### src/rtl/semimips_pkg.sv
// semimips_pkg
//   Shared types and constants for the semiMIPS pipeline sequencer.
//   state_t      : MDU tracking state (RUN, MDU_BUSY)
//   REG_ZERO     : architectural $zero register index
//   MDU_LAT_DEF  : default multiply/divide latency in cycles
package semimips_pkg;

   typedef enum logic [0:0] {
      RUN      = 1'b0,
      MDU_BUSY = 1'b1
   } state_t;

   localparam logic [4:0] REG_ZERO    = 5'd0;
   localparam int         MDU_LAT_DEF = 32;

endpackage

### src/rtl/hazard_ctrl_mdu_timer.sv
// mdu_timer
//   Tracks how long the multiply/divide unit is busy. A start in RUN loads a
//   down-counter with MDU_LAT-1. The unit stays busy until the counter reaches
//   zero, so it is busy for exactly MDU_LAT cycles. On the way back to RUN it
//   emits a registered one-cycle done pulse.
// Ports
//   clk    in   rising-edge clock
//   rst_n  in   asynchronous active-low reset (aborts the timer, no done)
//   start  in   start an MDU op; ignored while already busy
//   busy   out  timer running
//   done   out  one-cycle pulse in the first cycle back in RUN
//
// state    | meaning
// ---------+------------------------------------------------
// RUN      | MDU idle, waiting for start
// MDU_BUSY | MDU op in flight, cnt counts down to zero
module mdu_timer
   import semimips_pkg::*;
#(
   parameter int MDU_LAT = MDU_LAT_DEF,
   parameter int CNT_W   = $clog2(MDU_LAT)
) (
   input  logic clk,
   input  logic rst_n,
   input  logic start,
   output logic busy,
   output logic done
);

   localparam logic [CNT_W-1:0] CNT_LOAD = CNT_W'(MDU_LAT - 1);

   state_t           state, state_nxt;
   logic [CNT_W-1:0] cnt, cnt_nxt;
   logic             done_nxt;

   always_ff @(posedge clk or negedge rst_n) begin
      if (!rst_n) begin
         state <= RUN;
         cnt   <= '0;
         done  <= 1'b0;
      end else begin
         state <= state_nxt;
         cnt   <= cnt_nxt;
         done  <= done_nxt;
      end
   end

   always_comb begin
      state_nxt = state;
      cnt_nxt   = cnt;
      done_nxt  = 1'b0;
      case (state)
         RUN: begin
            if (start) begin
               state_nxt = MDU_BUSY;
               cnt_nxt   = CNT_LOAD;
            end
         end
         MDU_BUSY: begin
            if (cnt == '0) begin
               state_nxt = RUN;
               done_nxt  = 1'b1;
            end else begin
               cnt_nxt = cnt - 1'b1;
            end
         end
         default: state_nxt = RUN;
      endcase
   end

   assign busy = (state == MDU_BUSY);

endmodule

### src/rtl/hazard_ctrl.sv
// hazard_ctrl
//   Pipeline sequencer for semiMIPS. Detects load-use and HI/LO hazards,
//   kills wrong-path fetches on jumps and taken branches, and drives the PC
//   and IF/ID enables plus the IF/ID and EX flushes. Counts stall cycles.
// Ports
//   clk, rst_n                     clock, async active-low reset
//   id_rs, id_rt                   source fields of the ID instruction
//   id_use_rs, id_use_rt           ID instruction reads rs / rt
//   id_use_hilo                    ID reads HI/LO or is itself an MDU op
//   id_jump                        ID instruction is j/jal/jr
//   ex_memread, ex_dst             EX load flag and destination register
//   ex_mdu_start                   EX instruction starts the MDU
//   ex_br_taken                    branch in EX resolved taken
//   pc_en, ifid_en                 PC and IF/ID write enables
//   ifid_flush, ex_flush           synchronous zeroing of IF/ID and EX control
//   mdu_busy, mdu_done             MDU timer running / completion pulse
//   stall_cnt                      saturating count of cycles with pc_en==0
module hazard_ctrl
   import semimips_pkg::*;
#(
   parameter int MDU_LAT = MDU_LAT_DEF,
   parameter int PERF_W  = 16
) (
   input  logic              clk,
   input  logic              rst_n,
   input  logic [4:0]        id_rs,
   input  logic [4:0]        id_rt,
   input  logic              id_use_rs,
   input  logic              id_use_rt,
   input  logic              id_use_hilo,
   input  logic              id_jump,
   input  logic              ex_memread,
   input  logic [4:0]        ex_dst,
   input  logic              ex_mdu_start,
   input  logic              ex_br_taken,
   output logic              pc_en,
   output logic              ifid_en,
   output logic              ifid_flush,
   output logic              ex_flush,
   output logic              mdu_busy,
   output logic              mdu_done,
   output logic [PERF_W-1:0] stall_cnt
);

   localparam int CNT_W = $clog2(MDU_LAT);

   logic lu, hl, stall;

   mdu_timer #(
      .MDU_LAT (MDU_LAT),
      .CNT_W   (CNT_W)
   ) u_mdu_timer (
      .clk   (clk),
      .rst_n (rst_n),
      .start (ex_mdu_start),
      .busy  (mdu_busy),
      .done  (mdu_done)
   );

   // Writes to $zero never create a dependency.
   assign lu = ex_memread && (ex_dst != REG_ZERO) &&
               ((id_use_rs && (id_rs == ex_dst)) || (id_use_rt && (id_rt == ex_dst)));

   // An MDU op entering the timer this cycle already blocks HI/LO readers.
   assign hl = id_use_hilo && (mdu_busy || ex_mdu_start);

   // A taken branch kills the ID instruction, so its hazards are moot.
   assign stall = (lu || hl) && !ex_br_taken;

   always_comb begin
      pc_en      = 1'b1;
      ifid_en    = 1'b1;
      ifid_flush = 1'b0;
      ex_flush   = 1'b0;
      if (!rst_n) begin
         pc_en      = 1'b0;
         ifid_en    = 1'b0;
         ifid_flush = 1'b1;
         ex_flush   = 1'b1;
      end else if (ex_br_taken) begin
         ifid_flush = 1'b1;
         ex_flush   = 1'b1;
      end else if (stall) begin
         // Jump held in ID is kept; it is re-evaluated once the stall clears.
         pc_en    = 1'b0;
         ifid_en  = 1'b0;
         ex_flush = 1'b1;
      end else if (id_jump) begin
         ifid_flush = 1'b1;
      end
   end

   always_ff @(posedge clk or negedge rst_n) begin
      if (!rst_n) begin
         stall_cnt <= '0;
      end else if (!pc_en && (stall_cnt != '1)) begin
         stall_cnt <= stall_cnt + 1'b1;
      end
   end

endmodule
### config.mk
export PLATFORM = sky130hd
export DESIGN_NAME = hazard_ctrl
export DESIGN_NICKNAME = d
export VERILOG_FILES = /design/src/rtl/semimips_pkg.sv /design/src/rtl/hazard_ctrl_mdu_timer.sv /design/src/rtl/hazard_ctrl.sv
export SDC_FILE = /design/constraint.sdc
export NUM_CORES = 1
export LEC_CHECK = 0
export ABC_AREA = 1
export ABC_CLOCK_PERIOD_IN_PS = 2100
export BUFFER_PORTS_ARGS = -buffer_cell sky130_fd_sc_hd__buf_2
export CAP_MARGIN = 20
export CORE_MARGIN = 3
export CORE_UTILIZATION = 37
export CTS_BUF_LIST = sky130_fd_sc_hd__clkbuf_8 sky130_fd_sc_hd__clkbuf_16
export DETAILED_ROUTE_END_ITERATION = 10
export GPL_ROUTABILITY_DRIVEN = 0
export SLEW_MARGIN = 20
export SYNTH_ARGS = -nofsm -noshare
export SYNTH_HDL_FRONTEND = slang
export SYNTH_SLANG_ARGS = --single-unit
### constraint.sdc
create_clock -name clk -period 2.1 [get_ports clk]
set_clock_uncertainty 0.2 [all_clocks]
set_input_delay 0.105 -clock clk [delete_from_list [all_inputs] [get_ports clk]]
set_output_delay 0.105 -clock clk [all_outputs]
set_load 0.1 [all_outputs]
==> results.cfg, run 1 <==
[global_routing]
grt_pass1_vias = 1428
grtUsageTotal_pct = 15.03
antenna_found_initial = 0
grt_overflow_total = 0
grt_pass1_wl_um = 6313
grt_max_degree = 20

[timing]
rsz0062_at_grt = false
hold_viol = 0
timing.final.max_slew_violations = 0
max_freq_ghz = 0.5215
fin_crit_sh_pct = 91.32
period_needed_ps = 1918
slew_headroom_pct = 66.97
setup_violations = 0
worst_slew_pin_slew_ps = 498.9
holdWs_ps = 25.26

[finish]
fill_cells = 419
area_delta_synth_final_pct = 25.88
layout-drive-gt1-share_pct = 27.87
diodes = 0
finish.utilization_pct = 49.45
nets = 315
stdcell_count = 337

[clock_network]
cts_buffer_depth = 2
clkTransAtPathRegs_ps = 80
ctsHtreeMaxLevel = 1
cts_tree = done
clock-sinks = 23
cts_buffers = 3
cts_root_buf = clkbuf_8
clk_latency_ps = 260

[synthesis]
synth_top_family_by_area = simple AND/OR/NAND/NOR gates
synth_top_cell_by_area = dfrtp_1
synth_edf_count = 0
synth.yosys.seq_area_share_pct = 35.85
yosys.area_share.adder_pct = 2.338
async_reset_ff_share_pct = 100.0
yosysMostFrequentCell = nand2_1
synthSimpleGateAreaFrac_pct = 41.93
synthTopCellsByCount = 85 x nand2_1, 36 x inv_1, 27 x nand3_1
synthMuxAreaShare_pct = 0
synth-xor-area-share_pct = 6.547
syn_area_mm2 = 0.001605
synthCells = 236
synth.distinct_cells = 25
synth_fp_nets = 263
synth-compound-area-share_pct = 2.027
synth_top_area_share_pct = 35.85
synth_flop_cell = dfrtp_1
yosys-top-cells-area = dfrtp_1 36%, nand2_1 20%, inv_1 8.4%
syn_avg_cell_area_um2 = 6.802
yosys_warnings = 0
synth-seq-cells = 23

[routing]
drt-initial-drc-count = 50
wl_met1_um = 1698
highest-signal-layer = met4
dr.pass1.iters = 4
routed-via-count = 1531
wl_met3_um = 145
wl_per_cell_um = 10.34
wl_met2_um = 1616
drcViolationCount = 0
viasPerCell = 4.543
ant_nets = 0
drt-total-wl_um = 3485

[setup_path]
critPathKind = in2out
r2r-start = stall_cnt[0]
cp.required_ps = 1790
rr_worst_depth = 9
end_kind = output port
cp.arrival_ps = 1610
cp_max_fo = 12
ff2ff_setup_slack_ps = 200
critPathLaunchType = input port
critPathLaunch = ex_mdu_start

[pwr]
pwr-share-seq_pct = 35.8
p_per_area_mw_per_mm2 = 938.4
p_leak_uw = 0.001132
swShare_pct = 50.97
p_clk_share_pct = 14.2
p_comb_share_pct = 50.0
internal-power_uw = 929.7
ir_worst_vdd_mv = 0.4844
p_switching_uw = 966.4

[placement]
hpwl_um = 2872
io_buffers = 45
post-place-cells = 328

[run]
drv_cap = 0

[floorplanning]
die_w_um = 71.87
start_util_pct = 39.28
dieArea_mm2 = 0.005165
ios = 46
rows = 23
fp.dieH_um = 71.87
coreArea_mm2 = 0.004086

[worst_hold_path]
min_path_type = in2async

[status]
status = completed
==> critical path, cell delays in order <==
cell	delay (ps)
dlygate4sd3_1	530
buf_2	140
o21ai_2	160
nand2_1	70
nand2_1	70
nand2_2	170
clkinvlp_4	180
buf_12	180
==> power groups by stage <==
stage               combinational [µW]  clock [µW]  sequential (µW)
global placement                   946           0              684
finish                             948         270              678
global route                      1040         308              700
floorplan                          378           0             1080
detailed placement                 954           0              687
CTS                                958         286              679
==> flip-flops by register name, indices dropped and copies added, names as in the netlist <==
signal	count
u_mdu_timer.busy	1
u_mdu_timer.cnt	5
u_mdu_timer.done	1
stall_cnt	16
==> worst paths after layout <==
path / endpoint
max: pc_en
min: u_mdu_timer.cnt[4]
min reg2reg: stall_cnt[15]
max in group asynchronous: stall_cnt[0]
max reg2reg: stall_cnt[1]
min in group clk: stall_cnt[3]
==> cell usage in the layout, fill, tap and decap left out, drive strengths merged <==
cell          n
nor3          6
nor2         21
nor4          1
nand2        87
dlygate4sd3   2
a22oi         1
dfrtp        23
inv          38
nand3b        3
xnor2         3
clkinvlp      1
buf          50
clkbuf        3
xor2          9
ha            3
nand3        29
o21ai         5
nand4         2
==> through the flow <==
stage	setup slack (ps)	instance area [µm²]	total power, µW	setup TNS [ps]
CTS	145.7	1998	1923	0
global route	40.13	2021	2045	0
global placement	184.7	1933	1630	0
detailed placement	157.3	1933	1641	0
finish	182.4	2021	1896	0
floorplan	-48.99	1655	1453	-48.99
==> logic make-up (layout without fill, tap and decap cells) <==
group | Yosys count | after routing
AOI/OAI and AO/OA | 6 | 6
buffers and inverters | 43 | 94
DFF | 23 | 23
and+or+nand+nor | 149 | 149
xor gates and xnor gates | 12 | 12
adders and majority gates | 3 | 3
==> repair_timing <==
action | in CTS | in global routing
endpoints found under the setup margin | 0 | 4
setup buffers | 0 | 3
hold buffers | 2 | 0
endpoints found under the hold margin | 26 | 0
resized for setup | 0 | 0
==> final cells by class <==
class	instances	area, µm²	area share (%)
clock buffer	3	41.29	2.043
clock inverter	1	3.754	0.1858
inverter	38	146.4	7.245
multi-input combinational	170	852.1	42.17
sequential	23	601.8	29.78
tap	50	62.56	3.096
timing repair buffer	52	312.8	15.48
==> routing by layer <==
layer,global-route usage [%],vias to the layer above
met5,0,-
met4,3.758,0
met3,2.384,2
met2,24.39,22
met1,20.91,678
li1,-,829
(Power assumes the default switching activity.)
==> run 2, diff against run 1 <==
- ABC_AREA: 1 -> not set
- CORE_UTILIZATION: 37 -> 45
- PLACE_DENSITY: not set -> 0.73
==> run 2 against run 1 <==
  * Cell area is 13% lower
  * Flip-flop and latch count is the same
  * Final cell count fell by 36%
  * Largest cell class unchanged
  * Synthesized cell count fell by 43%
  * Register-to-register slack got worse by 60 ps
  * Highest routed layer unchanged
  * Sequential share of layout area is 5.0 points higher
  * Combinational power is 20% higher
  * Routed wire length shrank 6.3%
  * First-iteration DRC count increased by 58%
==> results.cfg, run 2 <==
[synthesis]
synth_edf_count = 0
synthCells = 134
syn_avg_cell_area_um2 = 9.879
synth.yosys.seq_area_share_pct = 43.48
async_reset_ff_share_pct = 100.0
synth.distinct_cells = 35
synth_flop_cell = dfrtp_1
syn_area_mm2 = 0.001324
synth_fp_nets = 161
synth_top_area_share_pct = 43.48
synth_top_cell_by_area = dfrtp_1
yosys_warnings = 0
synth-seq-cells = 23
synthTopCellsByCount = 25 x xnor2_1, 23 x dfrtp_1, 15 x nand4_1
yosysMostFrequentCell = xnor2_1
yosys-top-cells-area = dfrtp_1 43%, xnor2_1 17%, nand4_1 7.1%

[finish]
area_delta_synth_final_pct = 32.70
diodes = 0
nets = 213
layout-drive-gt1-share_pct = 41.62
finish.utilization_pct = 63.16
top_regs = stall_cnt: 16 flops, u_mdu_timer.cnt: 5 flops
largest_reg_flops = 16
stdcell_count = 216
regMostFlops = stall_cnt
fill_cells = 248
mostFrequentLayoutCells = 41 x buf_2, 25 x xnor2_1, 15 x nand4_1
final_common_cell = buf_2

[global_routing]
grt_overflow_total = 0
grt_pass1_vias = 1250
grt_pass1_wl_um = 5506
antenna_found_initial = 0
grt_max_degree = 20
grtUsageTotal_pct = 20.30

[timing]
timing.final.max_slew_violations = 0
slew_headroom_pct = 67.48
worst_slew_pin_slew_ps = 491.2
hold_viol = 0
fin_crit_sh_pct = 94.62
period_needed_ps = 1987
setup_violations = 0
max_freq_ghz = 0.5033

[setup_path]
end_kind = output port
cp_max_fo = 13
cp.required_ps = 1790
r2r_end = stall_cnt[1]
critPathKind = reg2out
r2r-start = stall_cnt[0]
critPathLaunchType = flip-flop
cp.arrival_ps = 1680
ff2ff_setup_slack_ps = 140
rr_worst_depth = 7

[floorplanning]
fp.dieH_um = 60.24
coreArea_mm2 = 0.002781
die_w_um = 60.24
ios = 46
dieArea_mm2 = 0.003628
start_util_pct = 47.59
rows = 19

[run]
drv_cap = 0

[routing]
routed-via-count = 1185
wl_per_cell_um = 15.12
drt-initial-drc-count = 79
dr.pass1.iters = 4
ant_nets = 0
drcViolationCount = 0
drt-total-wl_um = 3265
viasPerCell = 5.486

[pwr]
p_per_area_mw_per_mm2 = 1243
p_leak_uw = 0.0007688
ir_worst_vdd_mv = 1.331
p_total_uw = 2183

[clock_network]
clock-sinks = 23
cts_buffers = 3
post_cts_buffers = 0
cts_buffer_depth = 2
clkTransAtPathRegs_ps = 90
clk_latency_ps = 270
ctsHtreeMaxLevel = 1
cts_tree = done
cts_root_buf = clkbuf_8

[placement]
hpwl_um = 2490
io_buffers = 45
post-place-cells = 209

[status]
status = completed

[worst_hold_path]
min_path_type = in2async
run 2: cell count changes in the layout (fill, tap and decap cells not counted), moves of 3 or more:
cell / before / now
inv_1: 36 / 4
a21oi_1: 0 / 3
nand2_1: 85 / 11
xnor2_1: 3 / 25
nand3_1: 27 / 4
xor2_1: 9 / 1
nor2_1: 18 / 7
dfrtp_4: 3 / 6
nand4_1: 2 / 15
and3_1: 0 / 5
run 2: final cells by class:
type	count	area [µm²]	area share (%)
multi-input combinational	103	720.7	41.03
clock inverter	1	3.754	0.2137
timing repair buffer	51	325.3	18.52
clock buffer	3	41.29	2.350
sequential	23	611.8	34.83
tap	31	38.79	2.208
inverter	4	15.01	0.8547
run 2: cell families (layout without fill, tap and decap cells):
| kind of cell | count (synthesis) | after routing | synth area share (%) |
|---|---|---|---|
| XOR/XNOR | 26 | 26 | 17.20 |
| buffers and inverters | 8 | 59 | 3.686 |
| multiplexers | 2 | 2 | 1.701 |
| AO/OA/AOI/OAI | 12 | 12 | 6.428 |
| adder cells (fa/ha/maj) | 3 | 3 | 2.836 |
| AND/OR/NAND/NOR | 60 | 60 | 24.67 |
| flip-flops | 23 | 23 | 43.48 |
run 2: layer usage:
layer	global-route usage (%)	wire length [µm]	vias to the layer above
li1	-	-	574
met1	21.69	1273	566
met2	37.96	1744	37
met3	6.048	177	8
met4	5.696	70	0
met5	0	0	-
run 2: report_power, final:
group	total, µW	switching, µW	internal, µW
sequential	771	174	598
clock	277	146	131
combinational	1140	833	302
run 2: through the flow:
stage	setup WS, ps	hold WS [ps]	setup TNS [ps]	instance area (µm²)
CTS	16.33	5.588	0	1743
global placement	66.72	-247.3	0	1668
floorplan	-48.08	-390.6	-48.08	1370
finish	113.0	5.010	0	1757
global route	-10.97	16.43	-11.92	1757
detailed placement	30.61	-242.7	0	1668
run 2: worst max-delay path, cell delays in order (launching register included):
cell and delay [ps]:
dfrtp_4 550, nor2_2 150, nor2b_1 80, a21oi_2 150, buf_4 130, nand2_1 50
nand3b_1 120, buf_12 190
run 2: how the worst max path moves through the flow:
stage	startpoint	end	slack, ps	cells past startpoint
after floorplan	ex_dst[1]	stall_cnt[12]	-50	7
after global placement	stall_cnt[0]	stall_cnt[1]	70	7
after detailed placement	stall_cnt[0]	stall_cnt[1]	30	7
after CTS	stall_cnt[0]	stall_cnt[1]	20	7
after global routing	stall_cnt[0]	stall_cnt[1]	-10	7
final	u_mdu_timer.busy	ifid_flush	110	7
run 2: repair_timing:
action                                  in CTS  in global routing
endpoints found under the hold margin       27                  0
hold buffers                                 3                  0
endpoints found under the setup margin       0                 16
gates resized for setup                      0                  3
==> run 3, diff against run 2 <==
- ABC_AREA: not set -> 1
- PLACE_DENSITY: 0.73 -> 0.71
==> run 3 against run 2 <==
  * Routed wire length up 5.7%
  * Via count rose by 29%
  * Global-route usage decreased by 3.8 points
  * Utilization decreased by 3.2 points
  * Die area grew 19%
  * Combinational power fell by 17%
  * Worst setup slack better by 62 ps
  * Power shrank 13%
  * Critical path depth grew 1
  * Register-to-register slack gained 40 ps
  * Final cell count increased by 55%
  * Critical path type is now in2out
  * Largest cell class unchanged
  * Highest routed layer unchanged
==> results.cfg, run 3 (synthesis gave the netlist of run 1 again) <==
[placement]
place_ws_ps = 147.2
io_buffers = 45
hpwl_um = 2717
placedInstanceArea_mm2 = 0.001928

[timing]
fin_crit_sh_pct = 91.66
timing.final.max_slew_violations = 0
slew_headroom_pct = 67.45
layout_setup_ws_ps = 175.1
finalSetupTns_ps = 0
period_needed_ps = 1925
max_freq_ghz = 0.5195
setup_violations = 0
rsz0062_at_grt = false
worst_slew_pin_slew_ps = 491.6
hold_viol = 0

[clock_network]
clock-sinks = 23
cts_buffers = 3
clk_latency_ps = 260
clkTransAtPathRegs_ps = 80
cts_tree = done
cts_root_buf = clkbuf_8
cts_buffer_depth = 2
ctsHtreeMaxLevel = 1

[setup_path]
cp.required_ps = 1790
critPathLaunchType = input port
critPathKind = in2out
cp_max_fo = 12
cp.arrival_ps = 1620
end_kind = output port

[floorplanning]
dieArea_mm2 = 0.004320
ios = 46
coreArea_mm2 = 0.003390
rows = 21
start_util_pct = 47.36
die_w_um = 65.73
fp.dieH_um = 65.73

[global_routing]
grt_pass1_vias = 1350
top_usage_layer = met2
use_met3_pct = 2.393
grt_max_degree = 20
grt_util_met2_pct = 25.91
grt_pass1_wl_um = 5699
grt_overflow_total = 0
antenna_found_initial = 0
use_met1_pct = 23.33
grtUsageTotal_pct = 16.52

[finish]
area_delta_synth_final_pct = 26.50
nets = 317
finish.utilization_pct = 59.91
final_common_cell = nand2_1
regMostFlops = stall_cnt
diodes = 0
top_regs = stall_cnt: 16 flops, u_mdu_timer.cnt: 5 flops
mostFrequentLayoutCells = 85 x nand2_1, 43 x buf_2, 36 x inv_1
final_cell_area_mm2 = 0.002031
layout-drive-gt1-share_pct = 28.37
largest_reg_flops = 16

[status]
status = completed

[pwr]
ir_worst_vdd_mv = 0.4880
p_per_area_mw_per_mm2 = 932.0
p_total_uw = 1893
p_leak_uw = 0.001140

[routing]
drt-initial-drc-count = 57
drt-total-wl_um = 3452
routed-via-count = 1532
ant_nets = 0
wl_per_cell_um = 10.30
dr.pass1.iters = 4
viasPerCell = 4.573
drcViolationCount = 0

[run]
drv_cap = 0

[worst_hold_path]
min_path_type = in2async
==> run 3: changes by cell type in the layout (fill, tap and decap cells not counted), sizes merged, moves of 4 or more <==
cell,previous run,this run
xnor2,25,3
nand4,15,2
xor2,1,9
inv,5,38
nand3,4,29
nor2,8,21
nand2,12,87
buf,47,52
and3,6,0
a21oi,4,0
==> run 3: where the power goes <==
group / internal [µW] / switching [µW]
clock: 131 / 137
sequential: 571 / 106
combinational: 228 / 720
==> run 3: final cells by class <==
cell class | count | area [µm²]
Fill cell | 323 | 1359
Multi-Input combinational cell | 170 | 852.1
Sequential cell | 23 | 601.8
Timing Repair Buffer | 54 | 327.8
Inverter | 38 | 146.4
Tap cell | 46 | 57.56
Clock buffer | 3 | 41.29
Clock inverter | 1 | 3.754
==> run 3: path summary, 6_finish.rpt <==
kind                                     to  cells past startpoint  slack [ps]          start
max in group asynchronous      stall_cnt[1]                      3        1190          rst_n
setup reg to reg               stall_cnt[6]                     11         180   stall_cnt[0]
setup / recovery                      pc_en                      8         180   ex_mdu_start
hold reg to reg               stall_cnt[15]                      2         310  stall_cnt[15]
hold / removal             u_mdu_timer.busy                      2          20          rst_n
min in group clk              stall_cnt[13]                      6         200    ex_br_taken
==> run 3: routing by layer <==
layer	wire (µm)	up-vias
met4	53	0
met2	1561	35
li1	-	831
met1	1665	660
met5	0	-
met3	171	6
==> run 3: metrics by stage <==
| stage | instances | hold WS (ps) |
|---|---|---|
| after floorplan | 236 | -390.6 |
| after global placement | 324 | -249.8 |
| after detailed placement | 324 | -254.6 |
| after CTS | 330 | 32.60 |
| after global routing | 335 | 30.83 |
| final | 335 | 20.79 |
==> run 3: repair_timing <==
item                       4_1_cts  5_1_grt
hold endpoints to repair        26        0
hold buffers                     2        0
setup endpoints to repair        0        3
buffers inserted                 0        5
gates resized for setup          0        0
==> run 3: critical path, cell delays in order <==
cell,delay [ps]
dlygate4sd3_1,530
buf_2,140
o21ai_2,180
nand2_1,70
nand2_1,60
nand2_2,170
clkinvlp_4,180
buf_12,180
